File: src/rtl/tdd_pkg.sv
// Shared definitions for the TDD frame timer.
//   tdd_state_e   : frame timer state (IDLE, RUN)
//   MIN_FRAME_LEN : shortest frame the timer will ever generate
//   CNT_W_DEFAULT : default width of lengths, window bounds and position
package tdd_pkg;

  localparam int unsigned CNT_W_DEFAULT = 24;
  localparam int unsigned MIN_FRAME_LEN = 2;

  typedef enum logic {
    IDLE = 1'b0,
    RUN  = 1'b1
  } tdd_state_e;

endpackage

File: src/rtl/tdd_window.sv
// Position-in-window test with wrap past the end of the frame.
//   win_start : first position inside the window
//   win_end   : first position past the window (exclusive)
//   pos       : position under test
//   hit       : 1 when pos lies inside the window
// A window whose start exceeds its end wraps through the frame boundary;
// equal bounds describe an empty window.
module tdd_window
  import tdd_pkg::*;
#(
  parameter int unsigned CNT_W = CNT_W_DEFAULT
) (
  input  logic [CNT_W-1:0] win_start,
  input  logic [CNT_W-1:0] win_end,
  input  logic [CNT_W-1:0] pos,
  output logic             hit
);

  always_comb begin
    hit = 1'b0;
    if (win_start < win_end) begin
      hit = (pos >= win_start) && (pos < win_end);
    end else if (win_start > win_end) begin
      hit = (pos >= win_start) || (pos < win_end);
    end
  end

endmodule

File: src/rtl/tdd_frame_ctrl.sv
// TDD frame timer feeding the DMA bridge capture/playout enables.
//   clk, rst_n         : sample clock, synchronous active-low reset
//   run                : level, frame timer running
//   tddmode            : 1 = windowed enables, 0 = continuous enables
//   frame_len          : frame length in samples
//   tstart/tend        : TX (oen) window, end exclusive
//   rstart/rend        : RX (ien) window, end exclusive
//   frame_adj, adj_req : signed one-shot length delta and its capture strobe
//   ien, oen, sync     : registered enables and frame-start pulse
//   frame_pos          : sample index within the current frame
//   frame_num          : frames started since run rose
//   adj_pending        : adjustment captured but not yet applied
// Configuration is shadowed at every frame start so software writes only take
// effect on the next frame. All outputs come straight from flops.
module tdd_frame_ctrl
  import tdd_pkg::*;
#(
  parameter int unsigned CNT_W = CNT_W_DEFAULT,
  parameter int unsigned NUM_W = 32
) (
  input  logic             clk,
  input  logic             rst_n,
  input  logic             run,
  input  logic             tddmode,
  input  logic [CNT_W-1:0] frame_len,
  input  logic [CNT_W-1:0] tstart,
  input  logic [CNT_W-1:0] tend,
  input  logic [CNT_W-1:0] rstart,
  input  logic [CNT_W-1:0] rend,
  input  logic [CNT_W-1:0] frame_adj,
  input  logic             adj_req,
  output logic             ien,
  output logic             oen,
  output logic             sync,
  output logic [CNT_W-1:0] frame_pos,
  output logic [NUM_W-1:0] frame_num,
  output logic             adj_pending
);

  // Two guard bits: frame_len is unsigned CNT_W, the delta is signed CNT_W.
  localparam int unsigned SumW = CNT_W + 2;
  localparam logic signed [SumW-1:0] SumMin = SumW'(MIN_FRAME_LEN);
  localparam logic signed [SumW-1:0] SumMax = {2'b00, {CNT_W{1'b1}}};
  localparam logic [CNT_W-1:0] LenMin = CNT_W'(MIN_FRAME_LEN);

  tdd_state_e state_q, state_d;

  logic [CNT_W-1:0] pos_q, pos_d;
  logic [CNT_W-1:0] eff_len_q, eff_len_d;
  logic [NUM_W-1:0] num_q, num_d;
  logic             sync_q, sync_d;
  logic             ien_q, ien_d;
  logic             oen_q, oen_d;
  logic [CNT_W-1:0] adj_val_q, adj_val_d;
  logic             adj_pending_q, adj_pending_d;

  // Shadowed configuration for the frame in progress.
  logic [CNT_W-1:0] tstart_q, tstart_d;
  logic [CNT_W-1:0] tend_q, tend_d;
  logic [CNT_W-1:0] rstart_q, rstart_d;
  logic [CNT_W-1:0] rend_q, rend_d;
  logic             tdd_q, tdd_d;

  logic                   at_boundary;
  logic                   new_frame;
  logic                   apply_adj;
  logic signed [SumW-1:0] adj_sum;
  logic [CNT_W-1:0]       adj_len;
  logic [CNT_W-1:0]       base_len;
  logic                   tx_hit;
  logic                   rx_hit;

  assign at_boundary = (pos_q == eff_len_q - CNT_W'(1));

  assign base_len = (frame_len < LenMin) ? LenMin : frame_len;

  assign adj_sum = $signed({2'b00, frame_len}) +
                   $signed({{2{adj_val_q[CNT_W-1]}}, adj_val_q});

  always_comb begin
    adj_len = adj_sum[CNT_W-1:0];
    if (adj_sum < SumMin) begin
      adj_len = LenMin;
    end else if (adj_sum > SumMax) begin
      adj_len = '1;
    end
  end

  always_comb begin
    state_d   = state_q;
    pos_d     = pos_q;
    num_d     = num_q;
    sync_d    = 1'b0;
    eff_len_d = eff_len_q;
    tstart_d  = tstart_q;
    tend_d    = tend_q;
    rstart_d  = rstart_q;
    rend_d    = rend_q;
    tdd_d     = tdd_q;
    new_frame = 1'b0;
    apply_adj = 1'b0;

    case (state_q)
      IDLE: begin
        if (run) begin
          state_d   = RUN;
          new_frame = 1'b1;
          num_d     = '0;
        end
      end
      RUN: begin
        if (!run) begin
          state_d = IDLE;
          pos_d   = '0;
        end else if (at_boundary) begin
          new_frame = 1'b1;
          // A pending adjustment is only consumed at a boundary, never at entry.
          apply_adj = adj_pending_q;
          num_d     = num_q + NUM_W'(1);
        end else begin
          pos_d = pos_q + CNT_W'(1);
        end
      end
      default: state_d = IDLE;
    endcase

    if (new_frame) begin
      pos_d     = '0;
      sync_d    = 1'b1;
      eff_len_d = apply_adj ? adj_len : base_len;
      tstart_d  = tstart;
      tend_d    = tend;
      rstart_d  = rstart;
      rend_d    = rend;
      tdd_d     = tddmode;
    end

    // A request in the same cycle as a boundary is held for the next one.
    if (adj_req) begin
      adj_val_d     = frame_adj;
      adj_pending_d = 1'b1;
    end else begin
      adj_val_d     = adj_val_q;
      adj_pending_d = adj_pending_q & ~apply_adj;
    end
  end

  // Windows look at next-cycle position and config so the registered enables
  // line up with the registered frame_pos.
  tdd_window #(
    .CNT_W(CNT_W)
  ) u_tx_window (
    .win_start(tstart_d),
    .win_end  (tend_d),
    .pos      (pos_d),
    .hit      (tx_hit)
  );

  tdd_window #(
    .CNT_W(CNT_W)
  ) u_rx_window (
    .win_start(rstart_d),
    .win_end  (rend_d),
    .pos      (pos_d),
    .hit      (rx_hit)
  );

  always_comb begin
    ien_d = 1'b0;
    oen_d = 1'b0;
    if (state_d == RUN) begin
      if (tdd_d) begin
        ien_d = rx_hit;
        oen_d = tx_hit;
      end else begin
        ien_d = 1'b1;
        oen_d = 1'b1;
      end
    end
  end

  always_ff @(posedge clk) begin
    if (!rst_n) begin
      state_q       <= IDLE;
      pos_q         <= '0;
      eff_len_q     <= '0;
      num_q         <= '0;
      sync_q        <= 1'b0;
      ien_q         <= 1'b0;
      oen_q         <= 1'b0;
      adj_val_q     <= '0;
      adj_pending_q <= 1'b0;
      tstart_q      <= '0;
      tend_q        <= '0;
      rstart_q      <= '0;
      rend_q        <= '0;
      tdd_q         <= 1'b0;
    end else begin
      state_q       <= state_d;
      pos_q         <= pos_d;
      eff_len_q     <= eff_len_d;
      num_q         <= num_d;
      sync_q        <= sync_d;
      ien_q         <= ien_d;
      oen_q         <= oen_d;
      adj_val_q     <= adj_val_d;
      adj_pending_q <= adj_pending_d;
      tstart_q      <= tstart_d;
      tend_q        <= tend_d;
      rstart_q      <= rstart_d;
      rend_q        <= rend_d;
      tdd_q         <= tdd_d;
    end
  end

  assign ien         = ien_q;
  assign oen         = oen_q;
  assign sync        = sync_q;
  assign frame_pos   = pos_q;
  assign frame_num   = num_q;
  assign adj_pending = adj_pending_q;

endmodule
File: config.mk
export PLATFORM = sky130hd
export DESIGN_NAME = tdd_frame_ctrl
export DESIGN_NICKNAME = d
export VERILOG_FILES = /design/src/rtl/tdd_pkg.sv /design/src/rtl/tdd_window.sv /design/src/rtl/tdd_frame_ctrl.sv
export SDC_FILE = /design/constraint.sdc
export NUM_CORES = 1
export LEC_CHECK = 0
export ABC_CLOCK_PERIOD_IN_PS = 8200
export BUFFER_PORTS_ARGS = -buffer_cell sky130_fd_sc_hd__buf_4
export CAP_MARGIN = 20
export CORE_MARGIN = 10
export CORE_UTILIZATION = 25
export DETAILED_ROUTE_END_ITERATION = 8
export SETUP_SLACK_MARGIN = 0.1
export SYNTH_ARGS = -nofsm -noshare
export SYNTH_HDL_FRONTEND = slang
export SYNTH_SLANG_ARGS = --single-unit
File: constraint.sdc
create_clock -name clk -period 8.2 [get_ports clk]
set_input_delay 1.23 -clock clk [delete_from_list [all_inputs] [get_ports clk]]
set_output_delay 1.23 -clock clk [all_outputs]
set_load 0.05 [all_outputs]
==> results of run 1 <==
## kinds of logic after synthesis
kind of cell / Yosys count / share of synthesized area
AND/OR/NAND/NOR: 610 / 0.214
AO/OA/AOI/OAI: 360 / 0.173
flip-flops: 206 / 0.287
adder cells (fa/ha/maj): 170 / 0.148
buffers and inverters: 157 / 0.0440
multiplexers: 126 / 0.0878
XOR/XNOR: 74 / 0.0460
## per-layer routing
layer  vias to the layer above  track usage  part of all wire
met5                         -            0           0.00019
met4                         2       0.0533             0.034
met3                        85       0.0258             0.059
met2                       384        0.248              0.48
met1                      6322        0.182              0.43
li1                       6602            -                 -
## registers in the layout, summed over array words and instances, names as in the netlist
name,count
frame_num,32
adj_val_q,24
eff_len_q,24
frame_pos,24
rend_q,24
rstart_q,24
tend_q,24
tstart_q,24
adj_pending,1
ien,1
oen,1
state_q,1
sync,1
tdd_q,1
## metrics by stage
stage	total power (µW)	utilization	hold slack, ns
after global placement	1720	0.294	0.479
after detailed placement	1730	0.294	0.480
final	2990	0.310	0.502
after CTS	3020	0.310	0.487
after floorplan	1520	-	0.462
after global routing	3130	0.310	0.505
## cell usage in the layout (no fill, tap or decap), drive strengths merged, types with 9 or more instances in the layout
cell    instances
xnor2          51
o41ai           9
nand4          53
a211oi         19
a21o           60
mux2i         124
or3            18
a21oi          89
and3           13
nor2b          12
xor2           22
buf           220
and4           12
nor4           28
inv            79
o311ai         35
nor2          248
o21a           10
o21ai          55
o211ai         18
ha            169
nand2b         22
clkbuf         28
nor3           32
dfxtp         206
nand3          44
nand2          85
and2           14
## power by group through the flow
stage | combinational [µW] | sequential, µW | clock, µW
after floorplan | 425 | 1090 | 0
final | 633 | 1080 | 1280
after CTS | 632 | 1080 | 1310
after detailed placement | 628 | 1100 | 0
after global placement | 616 | 1100 | 0
after global routing | 704 | 1090 | 1340
## layout make-up
| cell class | count | area share |
|---|---|---|
| Sequential cell | 206 | 0.234 |
| Antenna cell | 4 | 0.000569 |
| Inverter | 77 | 0.0165 |
| Timing Repair Buffer | 220 | 0.0939 |
| Clock buffer | 28 | 0.0368 |
| Tap cell | 756 | 0.0538 |
| Multi-Input combinational cell | 1340 | 0.548 |
| Clock inverter | 17 | 0.0159 |
## worst max path at each step
stage                             start  endpoint  slack (ns)  depth (start not counted)
final                      eff_len_q[0]       ien        1.59                         18
after global routing       eff_len_q[0]       ien        1.10                         20
after CTS                  eff_len_q[0]       ien        1.68                         18
after detailed placement   eff_len_q[0]       ien        1.73                         20
after global placement     eff_len_q[0]       ien        1.88                         18
after floorplan           frame_pos[19]       ien        2.81                         22
## worst max-delay path: stages (launching register included)
cell and delay (ns):
dfxtp_1 0.37, inv_1 0.11, ha_1 0.32, nor3b_1 0.49, nand4_1 0.26, a2bb2oi_1 0.22, nor4_1 0.36, nand4_2 0.30
o31a_1 0.62, nor2_4 0.76, mux2i_1 0.28, ha_1 0.36, nand4_1 0.21, nor4_1 0.59, o311ai_0 0.37, nor4_1 0.33
o22a_1 0.25, o21ai_0 0.11, o22ai_1 0.17
==> results.toml, run 1 <==
[setup_path]
worstSetupPathType = "register to register"
startpoint_type = "register"
reg2reg_from = "eff_len_q[0]"
path_max_fanout = 22
reg2reg_depth = 18
required_ns = 8.66
reg2reg_slack_ns = 1.59
cp-end-kind = "register"
cp_data_arrival_time_ns = 7.07
r2r_end = "ien"

[sta]
max-slew-margin-rel = 0.383
fin_skew_ns = 0.0144
fin_setup_tns_ns = 0
finalCritPeriodShare = 0.806
slew_violations = 0
hold_violations = 0
fmax_mhz = 151
rsz0062_at_grt = "no"
fin_ws_ns = 1.59
worst_slew_pin_slew_ns = 0.923
setup_viol = 0
period_needed_ns = 6.61

[logic_synthesis]
netlist_top_cells_count = "nor2_1 (247), dfxtp_1 (206), ha_1 (169), mux2i_1 (124), a21oi_1 (89)"
ys_ff_latch = 206
synth.most_common_cell = "nor2_1"
ys.flop_type = "dfxtp_1"
synth_edf_count = 0
yosysTopAreaCell = "dfxtp_1"
syn-cell-area_um2 = 14400
synthCells = 1703
ys_seq_area_frac = 0.287
syn-num-nets = 2022
avgSynthCellArea_um2 = 8.45
yosysUniqueCellTypes = 86
synth_warnings = 0
async_flop_share = 0
synth.top_cell.area_share = 0.287
synth_area_leaders = "dfxtp_1 (29%), ha_1 (15%), mux2i_1 (8.6%)"

[pwr]
irDropWorstVdd_uv = 149
internal_power_uw = 2100
power_leakage_uw = 0.00808
switchingPower_uw = 888
power_frac_clock = 0.427
pwr-share-seq = 0.362
p_per_area_nw_per_um2 = 170
comb_power_share = 0.212
p_sw_frac = 0.297

[route]
firstDrtPassIters = 5
via_per_inst = 5.06
drtIter0Drc = 1049
wire_per_inst_um = 19.6
drt-total-wl_um = 51800
vias = 13400
remaining_drc_errors = 0
postRouteAntennaNets = 0

[clock_tree]
insertion_delay_ns = 0.55
post_cts_resize_count = 0
cts_buffer_depth = 3
cts_hold_buffers = 0
cts_sinks = 206
numCtsBuffers = 25
htree_levels = 1
cts-root-buf = "clkbuf_16"
postCtsSetupRepairBufs = 0
cts_tree = "yes"
clkTransAtPathRegs_ns = 0.06

[final_layout]
seq_area_um2 = 4120
areaGrowthSynthToFinish_pct = 22.3
drive_gt1_frac = 0.155
fin_nets = 2189
final_cell_area_um2 = 17600
n_fill_cell = 5924
fin_cells = 2648
multi_input_area_um2 = 9640

[min_path]
hold_end = "adj_val_q[15]"
hold_start = "adj_val_q[15]"
min_path_cells = 2
hp-class = "register to register"

[global_routing]
grt_pass1_vias = 13200
grt_pass1_wl_um = 78000
grt_overflow = 0
gr-usage-all-layers = 0.146
antenna_found_initial = 5
grt_max_degree = 87

[placement]
pre_cts_ws_ns = 1.73
routabilityCongestion = 0.930
place_area_um2 = 16600
hpwl_um = 41600
port_buffers = 208
dp.cells = 2598

[floorplan]
io_pins = 209
die_area_um2 = 67500
dieHeight_um = 260
die_w_um = 260
fp-row-count = 87
start_util = 0.254
core_area_um2 = 56700

[outcome]
status = "finished clean"

[flow_run]
maxCapViolCount = 0
Power figures use the tool's default switching activity.
==> run 2, diff against run 1 <==
--- a/config.mk
+++ b/config.mk
@@ -5,7 +5,7 @@
 export SDC_FILE = /design/constraint.sdc
 export NUM_CORES = 1
 export LEC_CHECK = 0
-export ABC_CLOCK_PERIOD_IN_PS = 8200
+export ABC_CLOCK_PERIOD_IN_PS = 6850
 export BUFFER_PORTS_ARGS = -buffer_cell sky130_fd_sc_hd__buf_4
 export CAP_MARGIN = 20
 export CORE_MARGIN = 10
==> constraint.sdc (replaced) <==
create_clock -name clk -period 6.85 [get_ports clk]
set_input_delay 1.0275 -clock clk [delete_from_list [all_inputs] [get_ports clk]]
set_output_delay 1.0275 -clock clk [all_outputs]
set_load 0.05 [all_outputs]
==> results.toml, run 2 (same netlist as run 1, synthesis figures left out) <==
[placement]
port_buffers = 208
place_area_um2 = 16700
dp.cells = 2608
hpwl_um = 41300
routabilityCongestion = 0.901

[route]
via_per_inst = 5.05
firstDrtPassIters = 7
postRouteAntennaNets = 0
wire_per_inst_um = 19.4
drtIter0Drc = 946
remaining_drc_errors = 0
drt-total-wl_um = 51500
vias = 13400

[clock_tree]
clkTransAtPathRegs_ns = 0.06
numCtsBuffers = 27
cts-root-buf = "clkbuf_16"
insertion_delay_ns = 0.55
cts_tree = "yes"
postCtsSetupRepairBufs = 0
cts_buffer_depth = 3
cts_sinks = 206
post_cts_resize_count = 0
htree_levels = 1
cts_hold_buffers = 0

[min_path]
hold_end = "frame_num[27]"
hold_start = "frame_num[27]"
hp-class = "register to register"
min_path_cells = 2

[final_layout]
drive_gt1_frac = 0.158
fin_nets = 2200
fin_cells = 2658
final_common_cell = "nor2_1"
final_cell_area_um2 = 17700
areaGrowthSynthToFinish_pct = 22.8
final_util = 0.312
layout_common_cells = "nor2_1 (247), buf_4 (228), dfxtp_1 (206), ha_1 (169), mux2i_1 (124)"
largest_reg_flops = 32

[flow_run]
maxCapViolCount = 0

[floorplan]
fp-row-count = 87
die_area_um2 = 67500
core_area_um2 = 56700
io_pins = 209
start_util = 0.254
dieHeight_um = 260
die_w_um = 260

[sta]
finalCritPeriodShare = 0.918
fin_setup_tns_ns = 0
max-slew-margin-rel = 0.337
rsz0062_at_grt = "no"
fin_skew_ns = 0.0238
setup_viol = 0
worst_slew_pin_slew_ns = 0.995
hold_violations = 0
slew_violations = 0
fmax_mhz = 159
period_needed_ns = 6.29

[outcome]
status = "finished clean"

[pwr]
power_leakage_uw = 0.00812
irDropWorstVdd_uv = 169
p_per_area_nw_per_um2 = 202

[setup_path]
crit_chain = "inv_1 > ha_1 > nor3b_1 > nand4_1 > a2bb2oi_1 > nor4_1 > nand4_2 > o311ai_2 > buf_4 > nor3_1 > xnor2_1 > nor2_1 > ha_1 > a21o_1 > a21o_1 > a211o_1 > o211ai_1 > a21oi_1 > a2111oi_0 > nor3_1 > a211oi_1 > o22ai_1"
max_stage_delay_ns = 0.62
reg2reg_slack_ns = 0.56
slowest_stage = "o311ai_2"
reg2reg_depth = 22
reg2reg_from = "eff_len_q[0]"
startpoint_type = "register"
required_ns = 7.27
cp_data_arrival_time_ns = 6.70
r2r_end = "ien"
cp-end-kind = "register"
worstSetupPathType = "register to register"
path_max_fanout = 10

[global_routing]
met3_usage = 0.0257
grt_overflow = 0
met1_usage = 0.182
grt_pass1_vias = 13100
top_usage_layer = "met2"
antenna_found_initial = 2
grt_pass1_wl_um = 77600
grt_max_degree = 88
gr-usage-all-layers = 0.146
grtUsageMet2 = 0.252
[run 2: changes by cell type in the layout (fill, tap and decap cells not counted)]
cell | before | now
bufinv_16 | 7 | 5
clkinv_4 | 0 | 1
buf_12 | 0 | 1
clkinv_2 | 6 | 4
clkbuf_16 | 25 | 27
diode_2 | 4 | 2
clkbuf_1 | 2 | 6
clkbuf_8 | 1 | 2
buf_4 | 220 | 228
inv_8 | 1 | 0
[run 2: worst max-delay path, delay by kind of cell (launching register included)]
kind	cells	cell delay [ns]
fa+ha+maj	2	0.70
compound gates	10	2.58
buf+inv	2	0.38
flops	1	0.38
simple gates	7	1.97
xor+xnor	1	0.15
[run 2: stage by stage]
step | hold slack, ns | setup slack, ns | power (µW)
detailed placement | 0.469 | 0.689 | 2080
floorplan | 0.462 | 1.46 | 1820
global placement | 0.471 | 0.871 | 2060
CTS | 0.485 | 0.647 | 3620
finish | 0.482 | 0.562 | 3570
global route | 0.518 | 0.119 | 3750
[run 2: area by class of cell]
| class | count | area, µm² |
|---|---|---|
| fillers | 5963 | 39000 |
| multi-input cells | 1340 | 9640 |
| flip-flops and latches | 206 | 4120 |
| repair buffers | 229 | 1730 |
| well taps | 756 | 946 |
| clock buffers | 35 | 726 |
| inverters | 77 | 290 |
| clock inverters | 13 | 206 |
| diodes | 2 | 5.00 |
[run 2: where the power goes]
part / switching (µW) / internal [µW]
logic: 441 / 319
clock network: 579 / 936
registers: 43.0 / 1250
total: 1060 / 2510
[run 2: per-layer routing]
metal | vias to the layer above | wire, µm
met3 | 66 | 2650
met4 | 0 | 1350
met2 | 327 | 24900
li1 | 6618 | -
met5 | - | 0
met1 | 6412 | 22700
[run 2: worst max-delay path by stage]
stage                             start  slack [ns]   to
after floorplan           frame_pos[19]        1.46  ien
after global placement     eff_len_q[0]        0.87  ien
after detailed placement   eff_len_q[0]        0.69  ien
after CTS                  eff_len_q[0]        0.65  ien
after global routing       eff_len_q[0]        0.12  ien
final                      eff_len_q[0]        0.56  ien
==> run 3, diff against run 2 <==
--- a/config.mk
+++ b/config.mk
@@ -8,6 +8,7 @@
 export ABC_CLOCK_PERIOD_IN_PS = 6850
 export BUFFER_PORTS_ARGS = -buffer_cell sky130_fd_sc_hd__buf_4
 export CAP_MARGIN = 20
+export CORE_ASPECT_RATIO = 0.8
 export CORE_MARGIN = 10
 export CORE_UTILIZATION = 25
 export DETAILED_ROUTE_END_ITERATION = 8
==> results.toml, run 3 (same netlist as run 1, synthesis figures left out) <==
[sta]
setup_viol = 0
max-slew-margin-rel = 0.372
fmax_mhz = 159
fin_skew_ns = 0.0292
finalCritPeriodShare = 0.920
hold_ws_ns = 0.498
hold_violations = 0
slew_violations = 0
period_needed_ns = 6.30
fin_setup_tns_ns = 0
fin_ws_ns = 0.548
rsz0062_at_grt = "yes"
worst_slew_pin_slew_ns = 0.942

[floorplan]
core_area_um2 = 56800
die_area_um2 = 67600
dieHeight_um = 235
fp-row-count = 78
io_pins = 209
die_w_um = 288
start_util = 0.253

[min_path]
hp-class = "register to register"

[final_layout]
final_common_cell = "nor2_1"
diodes = 0
seq_area_um2 = 4120
fin_cells = 2648
drive_gt1_frac = 0.155
layout_common_cells = "nor2_1 (247), buf_4 (220), dfxtp_1 (206), ha_1 (169), mux2i_1 (124)"
n_fill_cell = 6022
final_util = 0.309
areaGrowthSynthToFinish_pct = 21.8
largest_reg_flops = 32
multi_input_area_um2 = 9650
fin_nets = 2191

[setup_path]
critPathTopFamily = "compound AO/OA/AOI/OAI gates"
cp_data_arrival_time_ns = 6.76
startpoint_type = "register"
cp-end-kind = "register"
worstSetupPathType = "register to register"
max_stage_delay_ns = 0.62
crit_chain = "inv_1 > ha_1 > nor3b_1 > nand4_1 > a2bb2oi_1 > nor4_1 > nand4_2 > o31ai_4 > nand2_4 > buf_12 > mux2i_1 > ha_1 > a21o_1 > a21o_1 > a21oi_1 > nor2b_1 > o21ai_0 > o211ai_1 > a2111oi_0 > o211ai_1 > o22ai_1"
slowest_stage = "a2111oi_0"
required_ns = 7.31
crit_buf_inv = 2
path_max_fanout = 44

[route]
met3_length_um = 3510
drt-total-wl_um = 51000
postRouteAntennaNets = 0
firstDrtPassIters = 5
dr.max_layer_used = "met5"
remaining_drc_errors = 0
met2_length_um = 23300
wl_met1_um = 23400
vias = 13400
wire_per_inst_um = 19.3
via_per_inst = 5.07
drtIter0Drc = 880

[placement]
routabilityCongestion = 0.885
dp.cells = 2605
port_buffers = 208
pre_cts_ws_ns = 0.599
hpwl_um = 41000

[pwr]
internal_power_uw = 2370
power_frac_clock = 0.396
power_leakage_uw = 0.00805
p_per_area_nw_per_um2 = 195
switchingPower_uw = 1050
p_sw_frac = 0.307
irDropWorstVdd_uv = 153
pwr-share-seq = 0.380
comb_power_share = 0.223

[clock_tree]
cts_hold_buffers = 0
cts_sinks = 206
cts-root-buf = "clkbuf_16"
clkTransAtPathRegs_ns = 0.06
insertion_delay_ns = 0.56
numCtsBuffers = 25
cts_tree = "yes"
cts_buffer_depth = 3
htree_levels = 1

[global_routing]
grt_pass1_vias = 13200
gr-usage-all-layers = 0.146
grt_max_degree = 86
antenna_found_initial = 2
grt_pass1_wl_um = 78000
grt_overflow = 0

[flow_run]
maxCapViolCount = 0

[outcome]
status = "finished clean"
-- run 3: worst reg2reg max path: cells and delay by family (launching register included) --
family / cells / cell delay, ns
compound gates: 10 / 2.47
mux: 1 / 0.34
simple gates: 6 / 1.90
flops: 1 / 0.36
fa+ha+maj: 2 / 0.65
buf+inv: 2 / 0.49
-- run 3: cell type report --
class / instances / share of cell area
clock buffer: 32 / 0.0400
tap: 760 / 0.0543
timing repair buffer: 222 / 0.0965
multi-input combinational: 1340 / 0.551
clock inverter: 11 / 0.00650
inverter: 77 / 0.0166
sequential: 206 / 0.235
-- run 3: power by group through the flow --
stage / registers, µW / logic [µW] / clock network [µW]
2_1_floorplan: 1310 / 508 / 0
3_3_place_gp: 1320 / 740 / 0
3_5_place_dp: 1320 / 755 / 0
4_1_cts: 1300 / 760 / 1390
5_1_grt: 1300 / 853 / 1430
6_report: 1300 / 761 / 1350
-- run 3: what timing repair did --
| item | CTS | global route |
|---|---|---|
| buffers inserted | 0 | 0 |
| resized for setup | 0 | 1 |
| setup endpoints to repair | 0 | 1 |
-- run 3: worst paths after layout --
| path | end | cells after the start | slack, ns | startpoint |
|---|---|---|---|---|
| worst min-delay path | adj_val_q[12] | 2 | 0.50 | adj_val_q[12] |
| worst min register to register | adj_val_q[12] | 2 | 0.50 | adj_val_q[12] |
| worst max register to register | oen | 21 | 0.55 | eff_len_q[0] |
| worst max-delay path | oen | 21 | 0.55 | eff_len_q[0] |
-- run 3: layer usage --
metal	global-route usage	up-vias
li1	-	6608
met1	0.193	6427
met2	0.239	346
met3	0.0368	47
met4	0.0255	4
met5	0	-
-- run 3: stage by stage --
step | power [µW] | instance area, µm²
after floorplan | 1820 | 14400
after global placement | 2060 | 16700
after detailed placement | 2080 | 16700
after CTS | 3450 | 17500
after global routing | 3580 | 17500
final | 3410 | 17500
